[src/rtl/alu_issue_ctrl.sv]
// alu_issue_ctrl: sequential issue controller for a combinational 16-bit ALU.
//
// Tagged commands arrive on a valid/ready stream and are buffered in a
// DEPTH-entry FIFO. For each command the block drives registered S/A/B to
// the ALU and holds them for SETTLE_CYC cycles. It then captures Z and
// returns it with the command tag on a valid/ready response stream.
// A divide (op 3) with B == 0 is never issued. Instead it is answered
// locally with data 32'hFFFF_FFFF and rsp_err = 1.
//
// Ports:
//   clk, rst              clock (rising edge), synchronous active-high reset
//   cmd_valid/cmd_ready   command handshake (cmd_ready = FIFO not full)
//   cmd_op/a/b/tag        command fields
//   alu_s/alu_a/alu_b     registered ALU inputs; hold the last issued values
//   alu_z                 ALU result
//   rsp_valid/rsp_ready   response handshake
//   rsp_data/tag/err      captured result, command tag, divide-by-zero flag
//   stat_cmds/stat_errs   saturating handshake counters; present only when
//                         the ALU_STATS_EN macro is defined
//
// Optional feature macro: ALU_STATS_EN
module alu_issue_ctrl #(
    parameter int DEPTH      = 4,
    parameter int SETTLE_CYC = 2,
    parameter int TAG_W      = 4
) (
    input  logic             clk,
    input  logic             rst,
    input  logic             cmd_valid,
    output logic             cmd_ready,
    input  logic [3:0]       cmd_op,
    input  logic [15:0]      cmd_a,
    input  logic [15:0]      cmd_b,
    input  logic [TAG_W-1:0] cmd_tag,
    output logic [3:0]       alu_s,
    output logic [15:0]      alu_a,
    output logic [15:0]      alu_b,
    input  logic [31:0]      alu_z,
    output logic             rsp_valid,
    input  logic             rsp_ready,
    output logic [31:0]      rsp_data,
    output logic [TAG_W-1:0] rsp_tag,
    output logic             rsp_err
`ifdef ALU_STATS_EN
    ,
    output logic [15:0]      stat_cmds,
    output logic [15:0]      stat_errs
`endif
);

    localparam int PTR_W  = (DEPTH > 1) ? $clog2(DEPTH) : 1;
    localparam int FILL_W = $clog2(DEPTH + 1);
    localparam int CNT_W  = (SETTLE_CYC > 1) ? $clog2(SETTLE_CYC) : 1;
    localparam int ENT_W  = TAG_W + 36;

    typedef enum logic [1:0] {
        ST_IDLE   = 2'd0,
        ST_SETTLE = 2'd1,
        ST_RESP   = 2'd2
    } state_t;

    // FIFO storage and bookkeeping
    logic [ENT_W-1:0]  fifo_mem_r [DEPTH];
    logic [PTR_W-1:0]  wr_ptr_r;
    logic [PTR_W-1:0]  rd_ptr_r;
    logic [FILL_W-1:0] fill_r;
    logic [FILL_W-1:0] fill_n;
    logic              cmd_ready_r;
    logic              push_s;
    logic              pop_s;
    logic              fifo_empty_s;

    // FIFO head, unpacked as {op, a, b, tag}
    logic [ENT_W-1:0]  head_s;
    logic [3:0]        head_op_s;
    logic [15:0]       head_a_s;
    logic [15:0]       head_b_s;
    logic [TAG_W-1:0]  head_tag_s;
    logic              head_div0_s;

    // FSM and datapath registers with their next values
    state_t            state_r, state_n;
    logic [CNT_W-1:0]  cnt_r, cnt_n;
    logic [3:0]        alu_s_r, alu_s_n;
    logic [15:0]       alu_a_r, alu_a_n;
    logic [15:0]       alu_b_r, alu_b_n;
    logic [TAG_W-1:0]  pend_tag_r, pend_tag_n;
    logic              rsp_valid_r, rsp_valid_n;
    logic [31:0]       rsp_data_r, rsp_data_n;
    logic [TAG_W-1:0]  rsp_tag_r, rsp_tag_n;
    logic              rsp_err_r, rsp_err_n;

    assign fifo_empty_s = (fill_r == FILL_W'(0));
    assign push_s       = cmd_valid && cmd_ready_r;
    assign head_s       = fifo_mem_r[rd_ptr_r];
    assign head_op_s    = head_s[TAG_W+35:TAG_W+32];
    assign head_a_s     = head_s[TAG_W+31:TAG_W+16];
    assign head_b_s     = head_s[TAG_W+15:TAG_W];
    assign head_tag_s   = head_s[TAG_W-1:0];
    assign head_div0_s  = (head_op_s == 4'd3) && (head_b_s == 16'd0);

    // Next FIFO fill level from this cycle's push and pop.
    always_comb begin
        fill_n = fill_r;
        case ({push_s, pop_s})
            2'b10:   fill_n = fill_r + FILL_W'(1);
            2'b01:   fill_n = fill_r - FILL_W'(1);
            default: fill_n = fill_r;
        endcase
    end

    // FIFO data write; entries need no reset because fill_r qualifies them.
    always_ff @(posedge clk) begin
        if (push_s) begin
            fifo_mem_r[wr_ptr_r] <= {cmd_op, cmd_a, cmd_b, cmd_tag};
        end
    end

    // FIFO pointers, fill level and registered ready.
    // Ready is computed from the next fill level. A pop while the FIFO is
    // full therefore reopens ready one cycle later, with no path from pop
    // to ready.
    always_ff @(posedge clk) begin
        if (rst) begin
            wr_ptr_r    <= PTR_W'(0);
            rd_ptr_r    <= PTR_W'(0);
            fill_r      <= FILL_W'(0);
            cmd_ready_r <= 1'b1;
        end else begin
            if (push_s) begin
                wr_ptr_r <= wr_ptr_r + PTR_W'(1);
            end
            if (pop_s) begin
                rd_ptr_r <= rd_ptr_r + PTR_W'(1);
            end
            fill_r      <= fill_n;
            cmd_ready_r <= (fill_n != FILL_W'(DEPTH));
        end
    end

    // Issue FSM next state, datapath loads and the FIFO pop decision.
    always_comb begin
        state_n     = state_r;
        cnt_n       = cnt_r;
        alu_s_n     = alu_s_r;
        alu_a_n     = alu_a_r;
        alu_b_n     = alu_b_r;
        pend_tag_n  = pend_tag_r;
        rsp_valid_n = rsp_valid_r;
        rsp_data_n  = rsp_data_r;
        rsp_tag_n   = rsp_tag_r;
        rsp_err_n   = rsp_err_r;
        pop_s       = 1'b0;
        case (state_r)
            ST_IDLE: begin
                if (!fifo_empty_s) begin
                    pop_s = 1'b1;
                    if (head_div0_s) begin
                        // Trap locally; the ALU inputs keep their last values.
                        rsp_data_n  = 32'hFFFF_FFFF;
                        rsp_err_n   = 1'b1;
                        rsp_tag_n   = head_tag_s;
                        rsp_valid_n = 1'b1;
                        state_n     = ST_RESP;
                    end else begin
                        alu_s_n    = head_op_s;
                        alu_a_n    = head_a_s;
                        alu_b_n    = head_b_s;
                        pend_tag_n = head_tag_s;
                        cnt_n      = CNT_W'(SETTLE_CYC - 1);
                        state_n    = ST_SETTLE;
                    end
                end else begin
                    state_n = ST_IDLE;
                end
            end
            ST_SETTLE: begin
                if (cnt_r != CNT_W'(0)) begin
                    cnt_n = cnt_r - CNT_W'(1);
                end else begin
                    rsp_data_n  = alu_z;
                    rsp_err_n   = 1'b0;
                    rsp_tag_n   = pend_tag_r;
                    rsp_valid_n = 1'b1;
                    state_n     = ST_RESP;
                end
            end
            ST_RESP: begin
                if (rsp_ready) begin
                    rsp_valid_n = 1'b0;
                    state_n     = ST_IDLE;
                end else begin
                    state_n = ST_RESP;
                end
            end
            default: begin
                state_n = ST_IDLE;
            end
        endcase
    end

    // FSM state and datapath register update.
    always_ff @(posedge clk) begin
        if (rst) begin
            state_r     <= ST_IDLE;
            cnt_r       <= CNT_W'(0);
            alu_s_r     <= 4'd0;
            alu_a_r     <= 16'd0;
            alu_b_r     <= 16'd0;
            pend_tag_r  <= TAG_W'(0);
            rsp_valid_r <= 1'b0;
            rsp_data_r  <= 32'd0;
            rsp_tag_r   <= TAG_W'(0);
            rsp_err_r   <= 1'b0;
        end else begin
            state_r     <= state_n;
            cnt_r       <= cnt_n;
            alu_s_r     <= alu_s_n;
            alu_a_r     <= alu_a_n;
            alu_b_r     <= alu_b_n;
            pend_tag_r  <= pend_tag_n;
            rsp_valid_r <= rsp_valid_n;
            rsp_data_r  <= rsp_data_n;
            rsp_tag_r   <= rsp_tag_n;
            rsp_err_r   <= rsp_err_n;
        end
    end

    assign cmd_ready = cmd_ready_r;
    assign alu_s     = alu_s_r;
    assign alu_a     = alu_a_r;
    assign alu_b     = alu_b_r;
    assign rsp_valid = rsp_valid_r;
    assign rsp_data  = rsp_data_r;
    assign rsp_tag   = rsp_tag_r;
    assign rsp_err   = rsp_err_r;

`ifdef ALU_STATS_EN
    logic [15:0] stat_cmds_r;
    logic [15:0] stat_errs_r;
    logic        rsp_hs_s;

    assign rsp_hs_s = rsp_valid_r && rsp_ready;

    // Saturating counters of response handshakes and trapped divides.
    always_ff @(posedge clk) begin
        if (rst) begin
            stat_cmds_r <= 16'd0;
            stat_errs_r <= 16'd0;
        end else begin
            if (rsp_hs_s && (stat_cmds_r != 16'hFFFF)) begin
                stat_cmds_r <= stat_cmds_r + 16'd1;
            end
            if (rsp_hs_s && rsp_err_r && (stat_errs_r != 16'hFFFF)) begin
                stat_errs_r <= stat_errs_r + 16'd1;
            end
        end
    end

    assign stat_cmds = stat_cmds_r;
    assign stat_errs = stat_errs_r;
`endif

endmodule

[config.mk]
export PLATFORM = sky130hd
export DESIGN_NAME = alu_issue_ctrl
export DESIGN_NICKNAME = d
export VERILOG_FILES = /design/src/rtl/alu_issue_ctrl.sv
export SDC_FILE = /design/constraint.sdc
export NUM_CORES = 1
export LEC_CHECK = 0
export BUFFER_PORTS_ARGS = -buffer_cell sky130_fd_sc_hd__buf_2
export CAP_MARGIN = 25
export CELL_PAD_IN_SITES_DETAIL_PLACEMENT = 0
export CELL_PAD_IN_SITES_GLOBAL_PLACEMENT = 1
export CORE_MARGIN = 3
export CORE_UTILIZATION = 47
export DETAILED_ROUTE_END_ITERATION = 10
export PLACE_DENSITY_LB_ADDON = 0.1
export SYNTH_ARGS = -nofsm -noshare
export SYNTH_HDL_FRONTEND = slang
export SYNTH_SLANG_ARGS = --single-unit
export TNS_END_PERCENT = 5
[constraint.sdc]
create_clock -name clk -period 4.2 [get_ports clk]
set_input_delay 0.21 -clock clk [delete_from_list [all_inputs] [get_ports clk]]
set_output_delay 0.21 -clock clk [all_outputs]
set_load 0.05 [all_outputs]
Word level (Yosys, flattened, before mapping)
Memory sizes are Yosys's and may differ from the RTL's. A register that Yosys moved wholly into a read port is not among the register bits.
Cells that the tools add are included.
Widths: inputs -> output; s select.
{"block": "word_totals", "regBits": 89, "latchBits": 0, "mem_bits_rw": 160, "romBits": 0, "out_inout_bits": 75, "word_cells": 75, "n_memories": 1}
{"name": "fifo_mem_r", "depth": 4, "width": 40, "read_ports": 1, "rd_ports_with_merged_regs": 1, "write_ports": 1, "line": "63", "text": "logic [ENT_W-1:0] fifo_mem_r [DEPTH];"}
{"block": "classes", "addsub": 5, "n_mul": 0, "div_mod_pow": 0, "order_cmp": 0, "eq_ne": 11, "shifts": 0, "muxes": 31, "n_bitwise": 2, "reduce_logical": 11}
{"cell": "$mux 32", "n": 3}
{"cell": "$pmux 32 s2", "n": 1}
{"cell": "$logic_not 16->1", "n": 1}
{"cell": "$mux 1", "n": 12}
{"cell": "$mux 2", "n": 6}
{"cell": "$mux 4", "n": 3}
{"cell": "$ne 2x2->1 const B", "n": 5}
{"cell": "$pmux 4 s2", "n": 1}
{"cell": "$pmux 2 s3", "n": 1}
{"cell": "$pmux 3 s2", "n": 1}
{"cell": "$reduce_and 3->1", "n": 2}
{"cell": "$reduce_and 5->1", "n": 1}
{"cell": "$add 2x1->2 const B", "n": 2}
{"cell": "$eq 2x1->1 const B", "n": 2}
{"cell": "$eq 2x2->1 const B", "n": 2}
{"cell": "$eq 4x2->1 const B", "n": 1}
{"cell": "$pmux 1 s2", "n": 2}
{"cell": "$reduce_and 4->1", "n": 1}
{"cell": "$add 3x1->3 const B", "n": 1}
{"cell": "$logic_not 3->1", "n": 1}
{"cell": "$ne 3x3->1 const B", "n": 1}
{"cell": "$pmux 1 s3", "n": 1}
{"cell": "$reduce_bool 3->1", "n": 1}
{"cell": "$sub 3x1->3 const B", "n": 1}
{"cell": "5 further kinds", "n": 7}

Depth between registers and ports, before layout
{"block": "logic_depth", "word_depth": 6, "mapped_depth": 13, "mapped_depth_nobuf": 10}

Least setup slack after synthesis
Ideal clock, no wire load.
{"block": "synth_timing", "kind": "register -> register", "startpoint": "register fill_r[0]", "endpoint": "register cmd_ready_r (netlist: cmd_ready)", "arrival_time_ns": 2.833, "required_time_ns": 4.073, "slack_ns": 1.240, "stages_incl_launch_ff": 14, "path_buffers": 3, "synth_period_minus_slack_ns": 2.960, "cell_sequence": "dfxtp_1 -> nor3_1 -> or3_1 -> clkbuf_1 -> clkinv_1 -> clkbuf_1 -> clkbuf_1 -> ha_1 -> inv_1 -> fa_1 -> xor2_1 -> nor2_1 -> xnor2_1 -> or3_1"}
{"block": "synth_between", "elab_chain_len": 6, "word_cells_on_any_way": 9, "classes_between": "add/sub: 2; eq/ne: 3; mux: 3; reduce/logical: 1"}
{"item": "start, declared", "line": "66", "text": "logic [FILL_W-1:0] fill_r;"}
{"item": "start signal, assigned", "line": "136", "text": "fill_r <= fill_n;"}
{"item": "$logic_not 3->1", "line": "93", "text": "assign fifo_empty_s = (fill_r == FILL_W'(0));"}
{"item": "$mux 1", "line": "156", "text": "if (!fifo_empty_s) begin"}
{"item": "$mux 1", "line": "154", "text": "case (state_r)"}
{"item": "$eq 2x1->1 or $eq 2x2->1 (tied branches)", "line": "105", "text": "case ({push_s, pop_s})"}
{"item": "$pmux 3 s2 *", "line": "105"}
{"item": "$ne 3x3->1 *", "line": "137", "text": "cmd_ready_r <= (fill_n != FILL_W'(DEPTH));"}
{"item": "end signal, assigned", "line": "137"}
{"item": "end, declared", "line": "68", "text": "logic cmd_ready_r;"}
Every way passes the cells marked *; elsewhere a longest branch is shown, timed or not.
A chain may end at the register's enable or synchronous reset.

==> metrics <==
crit path kind=register to register; Mapped Cells=674; antenna violations before repair=0; top cells by area, synth=edfxtp_1 49%, dfxtp_1 19%, mux4_2 9.2%, mux2i_1 3.8%, nand2_1 3.2%; input/output buffers=150; most common flop cell mapped by yosys=edfxtp_1; max-slew violations=0; cell chosen for the clock root=clkbuf_16; Mapped Area=9830 um2; global route overflow=0; initial core utilization=0.483; vias in the first global route=6532; most numerous cell in the Yosys netlist=edfxtp_1; Seq/Total Area, Yosys=0.674; Synth-to-Final Area Change=26.0%; Worst Hold Depth=3; Die Span Y=151 um; crit share post-route=0.754; Die Area=22700 um2; H-tree levels=1; share of post-route cells with drive strength above 1=0.295; Fin. Hold Viols=0; Die W=151 um; Setup-failing EPs final=0; Post-DP HPWL=14000 um; Most Crowded Layer GR=met2; type of origin of the critical path=register; Synth top area share=0.489; worst slew pin tran=0.863 ns; syn avg cell area=14.6 um2; MaxCap Viol Count=0; R2R depth=7; count of state elements after synthesis=251; worst path required time=4.60 ns; number of enable flip-flop cells after synthesis=160; number of I/O pins=151; Worst-Skew Late Latency=0.53 ns; status=completed; Post-Route WL=22400 um; Rel. slew slack=0.423; Pleak=4.75 nW; crit end category=register; CP max FO=28; row count=52; core footprint=20400 um2; GRT met2 Usage=0.338; Hold Crit Class=input port to register; syn_nets=756; RSZ-0062 raised after global routing=no; GRT Overall Usage=0.199; ys async rst share=0; met3 GRT Util=0.0310; Num Clock Sinks=251; Avg WL per Cell=19.1 um; Setup TNS=0 ns; area leader, netlist=edfxtp_1; CTS Buf Count=26; diodes inserted=0; synth cell count leaders=160 x edfxtp_1, 91 x dfxtp_1, 83 x nand2_1; nets=965; fmax=0.316 GHz; Clock Skew=0.0261 ns; first-pass GRT wire length=35100 um; yosys warns=0; CP arrival=3.57 ns; GP Congestion=0.720; met1 GRT Util=0.272; post-route ant nets=0; Tmin final=3.17 ns; largest net degree at the start of global routing=69; Residual DRC=0; vias per cell=5.44; Min Hold Slack=0.0108 ns; CTS tree=done; clock-pin transition on the worst setup and hold timing paths=0.06 ns; DR pass1 iterations=5; clk buf depth=3; power per cell area=752 nW/um2; reg-to-reg setup timing slack=1.03 ns; 1st-iter DRT viols=501; peak supply drop=0.550 mV; Distinct cells, synth=42; Vias=6381
==> flip-flops by register name (all words and copies together) (netlist names), named ones only <==
name,count
fifo_mem_r,160
rsp_data,32
alu_a,16
alu_b,16
alu_s,4
pend_tag_r,4
rsp_tag,4
fill_r,3
rd_ptr_r,2
state_r,2
wr_ptr_r,2
cmd_ready,1
cnt_r,1
rsp_err,1
rsp_valid,1
==> worst paths after layout <==
kind / startpoint / end
setup / recovery: register / alu_a[15]
hold / removal: alu_z[11] / rsp_data[11]
setup reg to reg: register / alu_a[15]
hold reg to reg: rsp_data[6] / rsp_data[6]
==> kinds of logic after synthesis <==
family	after synthesis	share of synthesized area
AO/OA/AOI/OAI	104	0.0713
XOR/XNOR	6	0.00535
adder cells (fa/ha/maj)	6	0.00840
buffers and inverters	62	0.0306
flip-flops	251	0.674
multiplexers	81	0.134
AND/OR/NAND/NOR	164	0.0761
==> metal layers <==
metal	share of wire	vias to the layer above
li1	-	2997
met1	0.43	3176
met2	0.49	172
met5	0	-
met4	0.024	0
met3	0.049	36
==> critical path: stages (launching register included) <==
cell and delay [ns]:
dfxtp_2 0.51, buf_4 0.32, mux4_2 0.55, nor4_1 0.37
and2_2 0.59, buf_4 0.36, a2bb2oi_1 0.22, a31oi_1 0.10
==> what timing repair did <==
action                                 4_1_cts  5_1_grt
hold buffers                                65        0
resized for setup                            0        0
buffers inserted                             0        0
endpoints found under the hold margin      185        0
==> per-stage QoR <==
step                      area, um2  setup slack [ns]  instances  total power, mW  utilization
after detailed placement      10900             0.966       1060             7.07        0.534
final                         12400              1.03       1173             9.31        0.608
after global routing          12400             0.728       1173             9.79        0.608
after global placement        10800              1.05       1055             6.94        0.529
after floorplan                9830              1.24        674             6.15            -
after CTS                     12400             0.954       1173             9.39        0.608
==> final cells by class <==
type,count,area [um2]
well taps,270,338
inverters,9,33.8
repair buffers,234,1610
multi-input cells,361,2920
clock buffers,29,672
fillers,1591,7980
flip-flops and latches,251,6630
clock inverters,19,181
==> power breakdown <==
group / internal (mW) / switching (mW)
Combinational: 1.15 / 2.36
Sequential: 3.19 / 0.331
Clock: 1.34 / 0.934
==> cells in the final DEF, fill, tap and decap left out, types with 2 or more instances in the layout <==
master	n
and3_2	4
nand3_1	47
a32o_1	10
xnor2_1	3
mux4_2	40
a21oi_1	5
nor2_1	11
mux2_2	4
o21ai_0	33
clkbuf_16	26
clkinv_2	8
o211ai_1	5
buf_12	5
nor3_1	2
clkinv_1	6
dlygate4sd3_1	65
inv_1	7
nor2b_1	3
dfxtp_2	2
clkbuf_1	2
bufinv_16	3
ha_1	5
a31oi_1	29
edfxtp_1	160
buf_2	150
dfxtp_1	89
xor2_1	3
mux2i_1	37
or3_1	3
nor4_1	2
a2bb2oi_1	16
buf_4	14
nand2_1	83
Power figures use the tool's default switching activity.
